[src/rtl/hc595_pkg.sv]
// hc595_pkg: shared FSM states, chip width and parameter check for the 595 chain driver
package hc595_pkg;
  typedef enum logic [1:0] {IDLE, SHIFT, LATCH} state_e;
  localparam int CHIP_W = 8;
  function automatic bit params_ok(input int chain_len, input int clk_div);
    return chain_len >= 1 && clk_div >= 1;
  endfunction
endpackage

[src/rtl/hc595_tick_gen.sv]
// hc595_tick_gen: restartable divider producing a one-cycle tick every CLK_DIV cycles
module hc595_tick_gen #(
  parameter int CLK_DIV = 2
) (
  input  logic sys_clk,
  input  logic sys_rst_n,
  input  logic clr,
  output logic tick
);
  localparam int DW = CLK_DIV > 1 ? $clog2(CLK_DIV) : 1;
  logic [DW-1:0] cnt_q, cnt_d;
  assign tick = ~clr & (cnt_q == DW'(CLK_DIV - 1));
  always_comb cnt_d = (clr | tick) ? '0 : cnt_q + 1'b1;
  always_ff @(posedge sys_clk) cnt_q <= ~sys_rst_n ? '0 : cnt_d;
endmodule

[src/rtl/hc595_chain_drv.sv]
// hc595_chain_drv: serialises a parallel word into a 74HC595 cascade and latches it
module hc595_chain_drv
  import hc595_pkg::*;
#(
  parameter int CHAIN_LEN = 2,
  parameter int CLK_DIV = 2,
  parameter bit MSB_FIRST = 1'b1,
  localparam int W = CHIP_W * CHAIN_LEN
) (
  input  logic         sys_clk,
  input  logic         sys_rst_n,
  input  logic [W-1:0] data_in,
  input  logic         data_valid,
  output logic         data_ready,
  input  logic         oe_en,
  output logic         shcp,
  output logic         stcp,
  output logic         ds,
  output logic         oe
);
  localparam int BW = $clog2(W + 1);
  if (!params_ok(CHAIN_LEN, CLK_DIV)) begin : g_bad_params
    $error("hc595_chain_drv: CHAIN_LEN and CLK_DIV must be >= 1");
  end
  state_e state_q, state_d;
  logic [W-1:0] sr_q, sr_d, sr_nx;
  logic [BW-1:0] bit_q, bit_d;
  logic shcp_q, shcp_d, stcp_q, stcp_d, ds_q, ds_d, oe_q, oe_d;
  logic ready_q, ready_d, loaded_q, loaded_d;
  logic tick, accept;
  hc595_tick_gen #(.CLK_DIV(CLK_DIV)) u_tick (
    .sys_clk  (sys_clk),
    .sys_rst_n(sys_rst_n),
    .clr      (state_q == IDLE),
    .tick     (tick)
  );
  assign accept = (state_q == IDLE) & data_valid & ready_q;
  assign sr_nx = MSB_FIRST ? sr_q << 1 : sr_q >> 1;
  always_comb begin
    state_d = state_q;
    sr_d = sr_q;
    bit_d = bit_q;
    shcp_d = shcp_q;
    stcp_d = stcp_q;
    ds_d = ds_q;
    ready_d = ready_q;
    loaded_d = loaded_q;
    oe_d = ~(oe_en & loaded_q);
    case (state_q)
      IDLE: begin
        ready_d = ~accept;
        if (accept) begin
          sr_d = data_in;
          ds_d = MSB_FIRST ? data_in[W-1] : data_in[0];
          shcp_d = 1'b0;
          bit_d = '0;
          state_d = SHIFT;
        end
      end
      SHIFT: if (tick) begin
        shcp_d = ~shcp_q;
        if (!shcp_q) bit_d = bit_q + 1'b1;
        else if (bit_q == BW'(W)) begin
          stcp_d = 1'b1;
          state_d = LATCH;
        end else begin
          sr_d = sr_nx;
          ds_d = MSB_FIRST ? sr_nx[W-1] : sr_nx[0];
        end
      end
      LATCH: if (tick) begin
        stcp_d = 1'b0;
        loaded_d = 1'b1;
        ready_d = 1'b1;
        state_d = IDLE;
      end
      default: state_d = IDLE;
    endcase
  end
  always_ff @(posedge sys_clk) begin
    if (!sys_rst_n) begin
      state_q <= IDLE;
      sr_q <= '0;
      bit_q <= '0;
      shcp_q <= 1'b0;
      stcp_q <= 1'b0;
      ds_q <= 1'b0;
      oe_q <= 1'b1;
      ready_q <= 1'b0;
      loaded_q <= 1'b0;
    end else begin
      state_q <= state_d;
      sr_q <= sr_d;
      bit_q <= bit_d;
      shcp_q <= shcp_d;
      stcp_q <= stcp_d;
      ds_q <= ds_d;
      oe_q <= oe_d;
      ready_q <= ready_d;
      loaded_q <= loaded_d;
    end
  end
  assign data_ready = ready_q;
  assign shcp = shcp_q;
  assign stcp = stcp_q;
  assign ds = ds_q;
  assign oe = oe_q;
endmodule

[config.mk]
export PLATFORM = sky130hd
export DESIGN_NAME = hc595_chain_drv
export DESIGN_NICKNAME = d
export VERILOG_FILES = /design/src/rtl/hc595_pkg.sv /design/src/rtl/hc595_tick_gen.sv /design/src/rtl/hc595_chain_drv.sv
export SDC_FILE = /design/constraint.sdc
export NUM_CORES = 1
export LEC_CHECK = 0
export ABC_CLOCK_PERIOD_IN_PS = 4400
export BUFFER_PORTS_ARGS = -buffer_cell sky130_fd_sc_hd__buf_2
export CORE_UTILIZATION = 40
export CTS_CLUSTER_DIAMETER = 200
export DETAILED_ROUTE_END_ITERATION = 10
export PLACE_DENSITY = 0.68
export SLEW_MARGIN = 15
export SYNTH_ARGS = -nofsm -noshare
export SYNTH_HDL_FRONTEND = slang
export SYNTH_HIERARCHICAL = 1
export SYNTH_SLANG_ARGS = --single-unit
[constraint.sdc]
create_clock -name sys_clk -period 4.4 [get_ports sys_clk]
set_input_delay 0.88 -clock sys_clk [delete_from_list [all_inputs] [get_ports sys_clk]]
set_output_delay 0.88 -clock sys_clk [all_outputs]
set_load 0.01 [all_outputs]
# After elaboration in Yosys (flattened, before gate mapping)
# Index checks and enable logic that the tools add are counted.
[classes]
n_bitwise = 10
n_reduce_logical = 12
addsub = 2
mux = 30
n_eq_ne = 10
[ops]
columns = ["operator", "n"]
rows = [
  ["$mux 15", 4],
  ["$pmux 15 s2", 1],
  ["$mux 5", 3],
  ["$reduce_and 5->1", 3],
  ["$mux 1", 11],
  ["$mux 2", 5],
  ["$ne 2x2->1 const B", 5],
  ["$pmux 5 s2", 1],
  ["$pmux 1 s2", 4],
  ["$pmux 2 s3", 1],
  ["$reduce_bool 2->1", 3],
  ["$add 5x1->5 const B", 1],
  ["$eq 5x5->1 const B", 1],
  ["$not 1->1", 5],
  ["$and 1x1->1", 4],
  ["$ne 2x1->1 const B", 2],
  ["$reduce_and 2->1", 2],
  ["$reduce_and 4->1", 1],
  ["$reduce_and 3->1", 1],
  ["$eq 2x1->1 const B", 1],
  ["$eq 2x2->1 const B", 1],
  ["$logic_not 2->1", 1],
  ["$reduce_or 2->1", 1],
  ["$add 1x1->1 const B", 1],
  ["$or 1x1->1", 1],
]
[totals]
wordCells = 74
regBits = 29
output_inout_bits = 5
in_bits = 20

# Depth between registers and ports, before layout
[depth]
word_depth = 5
depth_mapped = 9
ltp_nobuf = 5

# By module
# The synthesis kept the hierarchy.
[modules_own_cells]
columns = ["module", "cells_per_inst", "area_per_inst_um2", "n_inst", "seq_area_each_um2"]
rows = [
  ["hc595_chain_drv", 150, 1585.3, 1, 560.5],
  ["hc595_tick_gen", 3, 38.8, 1, 20.0],
]

# Worst setup path after synthesis
# No wires, ideal clock.
[synth_path]
path_kind = "flip-flop to flip-flop"
start = "register state_q[1]"
end = "register ds_q (netlist: ds)"
synth_period_minus_slack_ns = 1.767
path_stages_with_launch = 10
t_required_ns = 4.260
t_arrival_ns = 1.627
path_slack_ns = 2.633
n_path_buf = 4
setup_time_ns = 0.140
path_cell_list = "dfxtp_1 buf_2 nor2_1 nor2b_1 buf_4 and4b_1 buf_2 buf_6 a211oi_2 a211oi_2"
[synth_via]
elab_chain_len = 5
elab_cells_between_ends = 13
classes_between = "eq/ne: 5; mux: 1; bitwise: 4; reduce/logical: 3"
[synth_lines]
columns = ["item", "line_no", "text"]
rows = [
  ["from (decl)", "hc595_chain_drv.sv:25", "state_e state_q, state_d;"],
  ["from (signal assigned)", "hc595_chain_drv.sv:92", "state_q <= state_d;"],
  ["$logic_not 2->1", "hc595_chain_drv.sv:34", ".clr (state_q == IDLE),"],
  ["$not 1->1", "hc595_tick_gen.sv:12", "assign tick = ~clr & (cnt_q == DW'(CLK_DIV - 1));"],
  ["$and 1x1->1", "hc595_tick_gen.sv:12", ""],
  ["named net tick", "hc595_chain_drv.sv:30", "logic tick, accept;"],
  ["$ne 2x1->1 (no line)", "--", ""],
  ["$reduce_and 5->1 (no line)", "--", ""],
  ["to (signal assigned)", "hc595_chain_drv.sv:97", "ds_q <= ds_d;"],
  ["to (decl)", "hc595_chain_drv.sv:28", "logic shcp_q, shcp_d, stcp_q, stcp_d, ds_q, ds_d, oe_q, oe_d;"],
]
# The timed path passes the listed nets, and every way through them passes these cells.
# A chain may end at the register's enable or synchronous reset.

# Worst setup path in the final report
[layout_path]
start = "register state_q[0]"
end = "register sr_q[9]"
[layout_via]
elab_chain_len = 5
elab_cells_between_ends = 13
classes_between = "eq/ne: 5; mux: 1; bitwise: 4; reduce/logical: 3"
[layout_lines]
columns = ["item", "line_no", "text"]
rows = [
  ["$logic_not 2->1", "hc595_chain_drv.sv:34", ""],
  ["$not 1->1", "hc595_tick_gen.sv:12", ""],
  ["$and 1x1->1", "hc595_tick_gen.sv:12", ""],
  ["named net tick", "hc595_chain_drv.sv:30", ""],
  ["$ne 2x1->1 (no line)", "--", ""],
  ["$reduce_and 5->1 (no line)", "--", ""],
  ["to (signal assigned)", "hc595_chain_drv.sv:93", "sr_q <= sr_d;"],
  ["to (decl)", "hc595_chain_drv.sv:26", "logic [W-1:0] sr_q, sr_d, sr_nx;"],
]
# The timed path passes the listed nets, and every way through them passes these cells.

==> results.json <==
{
  "vias_in_the_first_global_route": 1219,
  "worst_clock_skew_ns": 0.00305,
  "place.detailed.instances": 210,
  "xor_xnor_share_of_the_synthesized_area_pct": 0,
  "core.rowCount": 22,
  "htree_num_levels": 2,
  "die-area_mm2": 0.00432,
  "dr.pass1.iters": 4,
  "pin_count": 25,
  "timing.critical_path.mode_cell": "a211oi_1",
  "final_setup_vio_count": 0,
  "hold_path_depth": 1,
  "grt_pass1_wl_um": 5510,
  "cp_cell_sequence": "nor2_1 -> nor2b_1 -> and4b_1 -> a211oi_1 -> a211oi_1",
  "clock_tree_from_tritoncts": "built",
  "synth_compound_area_share_pct": 27.5,
  "mappedNetlistNets": 175,
  "outcome": "finished clean",
  "yosys_register_bits": 29,
  "setup.worst_path.start": "state_q[0]",
  "worst_setup_hold_path_clk_slew_ns": 0.06,
  "largest_incremental_delay_on_the_critical_path_ns": 0.79,
  "mostFrequentLayoutCell": "dfxtp_1",
  "synth-simple-area-share_pct": 15.7,
  "synth_top_family_by_area": "compound AO/OA/AOI/OAI gates",
  "maxClockFrequency_mhz": 385,
  "antenna_violations_before_repair": 0,
  "crit_arrival_ns": 2.78,
  "clock_tree.buffer_depth": 2,
  "min_period_ns": 2.60,
  "core_mm2": 0.00377,
  "vdd_drop_max_mv": 0.144,
  "die_width_um": 65.7,
  "fin_setup_tns_ns": 0,
  "most_frequent_cells_in_the_layout": "29 x dfxtp_1, 24 x buf_2, 20 x a211oi_2",
  "multiplexer_share_of_the_synthesized_area_pct": 11.1,
  "cts.sinks": 29,
  "routed-via-count": 1203,
  "critPathTopFamily": "simple AND/OR/NAND/NOR gates",
  "worst_path_max_delay_cell": "and4b_1",
  "grt_util_all_layers_pct": 17.4,
  "worst_r2r_path_depth": 5,
  "cts_made_buffers": 5,
  "cts.repair.resized": 0,
  "final.fill_count": 346,
  "yosys.area_share.adder_pct": 1.54,
  "p_per_area_mw_per_mm2": 326,
  "multi_input_area_um2": 907,
  "drive_above_1_share_pct": 31.8,
  "clock_insertion_delay_worst_skew_ns": 0.28,
  "max_fo_critical_path": 15,
  "finalHoldViolCount": 0,
  "final_cell_count_no_fill": 218,
  "synthFlopType": "dfxtp_1",
  "wl_per_cell_um": 15.1,
  "maxCapViolations": 0,
  "final_min_period_over_clock_period_pct": 59.1,
  "holdBufCountCts": 0,
  "port_buffers": 24,
  "totalWireLength_um": 3290,
  "drt.antenna.violating_nets": 0,
  "vias_per_cell": 5.52,
  "cp.buffers_inverters": 0,
  "post_synth_instance_area_mm2": 0.00162,
  "largest_net_degree_at_the_start_of_global_routing": 25,
  "antennaDiodeCount": 0,
  "fin_nets": 191,
  "start_util_pct": 43.1,
  "placer_congestion": 0.782,
  "post_synth_inst_count": 153,
  "worstMarginPinSlew_ns": 1.01,
  "worstSetupPathDepth": 5,
  "reg2reg_from": "state_q[0]",
  "slew_viol_final": 0,
  "timing.critical_path.to_type": "register",
  "cts-root-buf": "clkbuf_8",
  "yosys_warnings": 6,
  "synth_edf_count": 0,
  "post_cts_buffers": 0,
  "drc": 0,
  "timing.critical_path.from_type": "register",
  "worst-endpoint-required_ns": 4.58,
  "grt_setup_unrepaired": "false",
  "dp_hpwl_um": 2230,
  "timing.slew.headroom_pct": 32.1,
  "die_height_um": 65.7,
  "sequential_cell_area_um2": 581,
  "synthArstFlopShare_pct": 0,
  "leakage_dissipation_nw": 0.700,
  "min-delay-path-class": "register to register",
  "critical_path_class": "register to register",
  "area.growth.synth_to_final_pct": 9.48,
  "drt-initial-drc-count": 28,
  "worst_hold_startpoint": "loaded_q",
  "register_area_share_after_synthesis_pct": 35.7,
  "yosys.cell_types.count": 38,
  "overflow": 0,
  "synthesis.area_per_instance_um2": 10.6
}
-- Yosys cell counts, types with 2 or more instances --
library cell | instances | area (um2)
nor2_1 | 3 | 11.3
or3_1 | 3 | 18.8
nor2b_1 | 3 | 18.8
o21ai_0 | 3 | 15.0
nand4bb_1 | 2 | 22.5
mux2i_1 | 18 | 180
nand3_1 | 9 | 45.0
buf_4 | 5 | 37.5
inv_1 | 6 | 22.5
nor3b_1 | 2 | 15.0
ha_1 | 2 | 25.0
buf_1 | 2 | 7.51
a211oi_1 | 11 | 82.6
dfxtp_1 | 29 | 581
a21oi_1 | 8 | 40.0
o211a_1 | 2 | 20.0
buf_2 | 4 | 20.0
buf_6 | 2 | 22.5
a211oi_2 | 20 | 250
-- state kept, by name, summed over array words and instances, names as in the netlist --
signal / count
loaded_q: 1
data_ready: 1
shcp: 1
state_q: 2
oe: 1
ds: 1
bit_q: 5
stcp: 1
sr_q: 15
u_tick/cnt_q: 1
-- logic make-up after synthesis --
family / after synthesis
multiplexers: 18
flip-flops: 29
AND/OR/NAND/NOR: 33
AO/OA/AOI/OAI: 49
buffers and inverters: 22
adder cells (fa/ha/maj): 2
-- power breakdown --
group	switching, mW	internal (mW)
logic	0.0434	0.0407
registers	0.0126	0.277
clock network	0.0947	0.112
-- path summary, 6_finish.rpt --
kind             end  slack [ns]
max          sr_q[9]        1.80
max reg2reg  sr_q[9]        1.80
min reg2reg       oe        0.41
min               oe        0.41
-- metrics by stage --
| step | instance area (um2) | setup WS [ns] | hold slack (ns) | util [%] | power [mW] |
|---|---|---|---|---|---|
| 4_1_cts | 1780 | 1.79 | 0.407 | 47.1 | 0.590 |
| 5_1_grt | 1780 | 1.57 | 0.431 | 47.1 | 0.612 |
| 3_3_place_gp | 1700 | 2.02 | 0.377 | 45.0 | 0.375 |
| 3_5_place_dp | 1700 | 1.81 | 0.392 | 45.0 | 0.380 |
| 6_report | 1780 | 1.80 | 0.406 | 47.1 | 0.580 |
| 2_1_floorplan | 1620 | 2.63 | 0.368 | - | 0.363 |
-- area by class of cell --
| type | instances | share of cell area, % |
|---|---|---|
| multi-input combinational | 102 | 51.0 |
| sequential | 29 | 32.7 |
| timing repair buffer | 25 | 7.18 |
| clock buffer | 8 | 4.50 |
| tap | 48 | 3.38 |
| inverter | 6 | 1.27 |
-- routing by layer --
metal | up-vias | part of all wire (%) | GRT usage (%)
met5 | - | 0 | 0
met4 | 0 | 1.9 | 7.34
met3 | 5 | 4.4 | 5.38
met2 | 24 | 52 | 30.4
met1 | 566 | 41 | 19.1
li1 | 608 | - | -
Note: power is estimated with default switching activity, not from simulation.
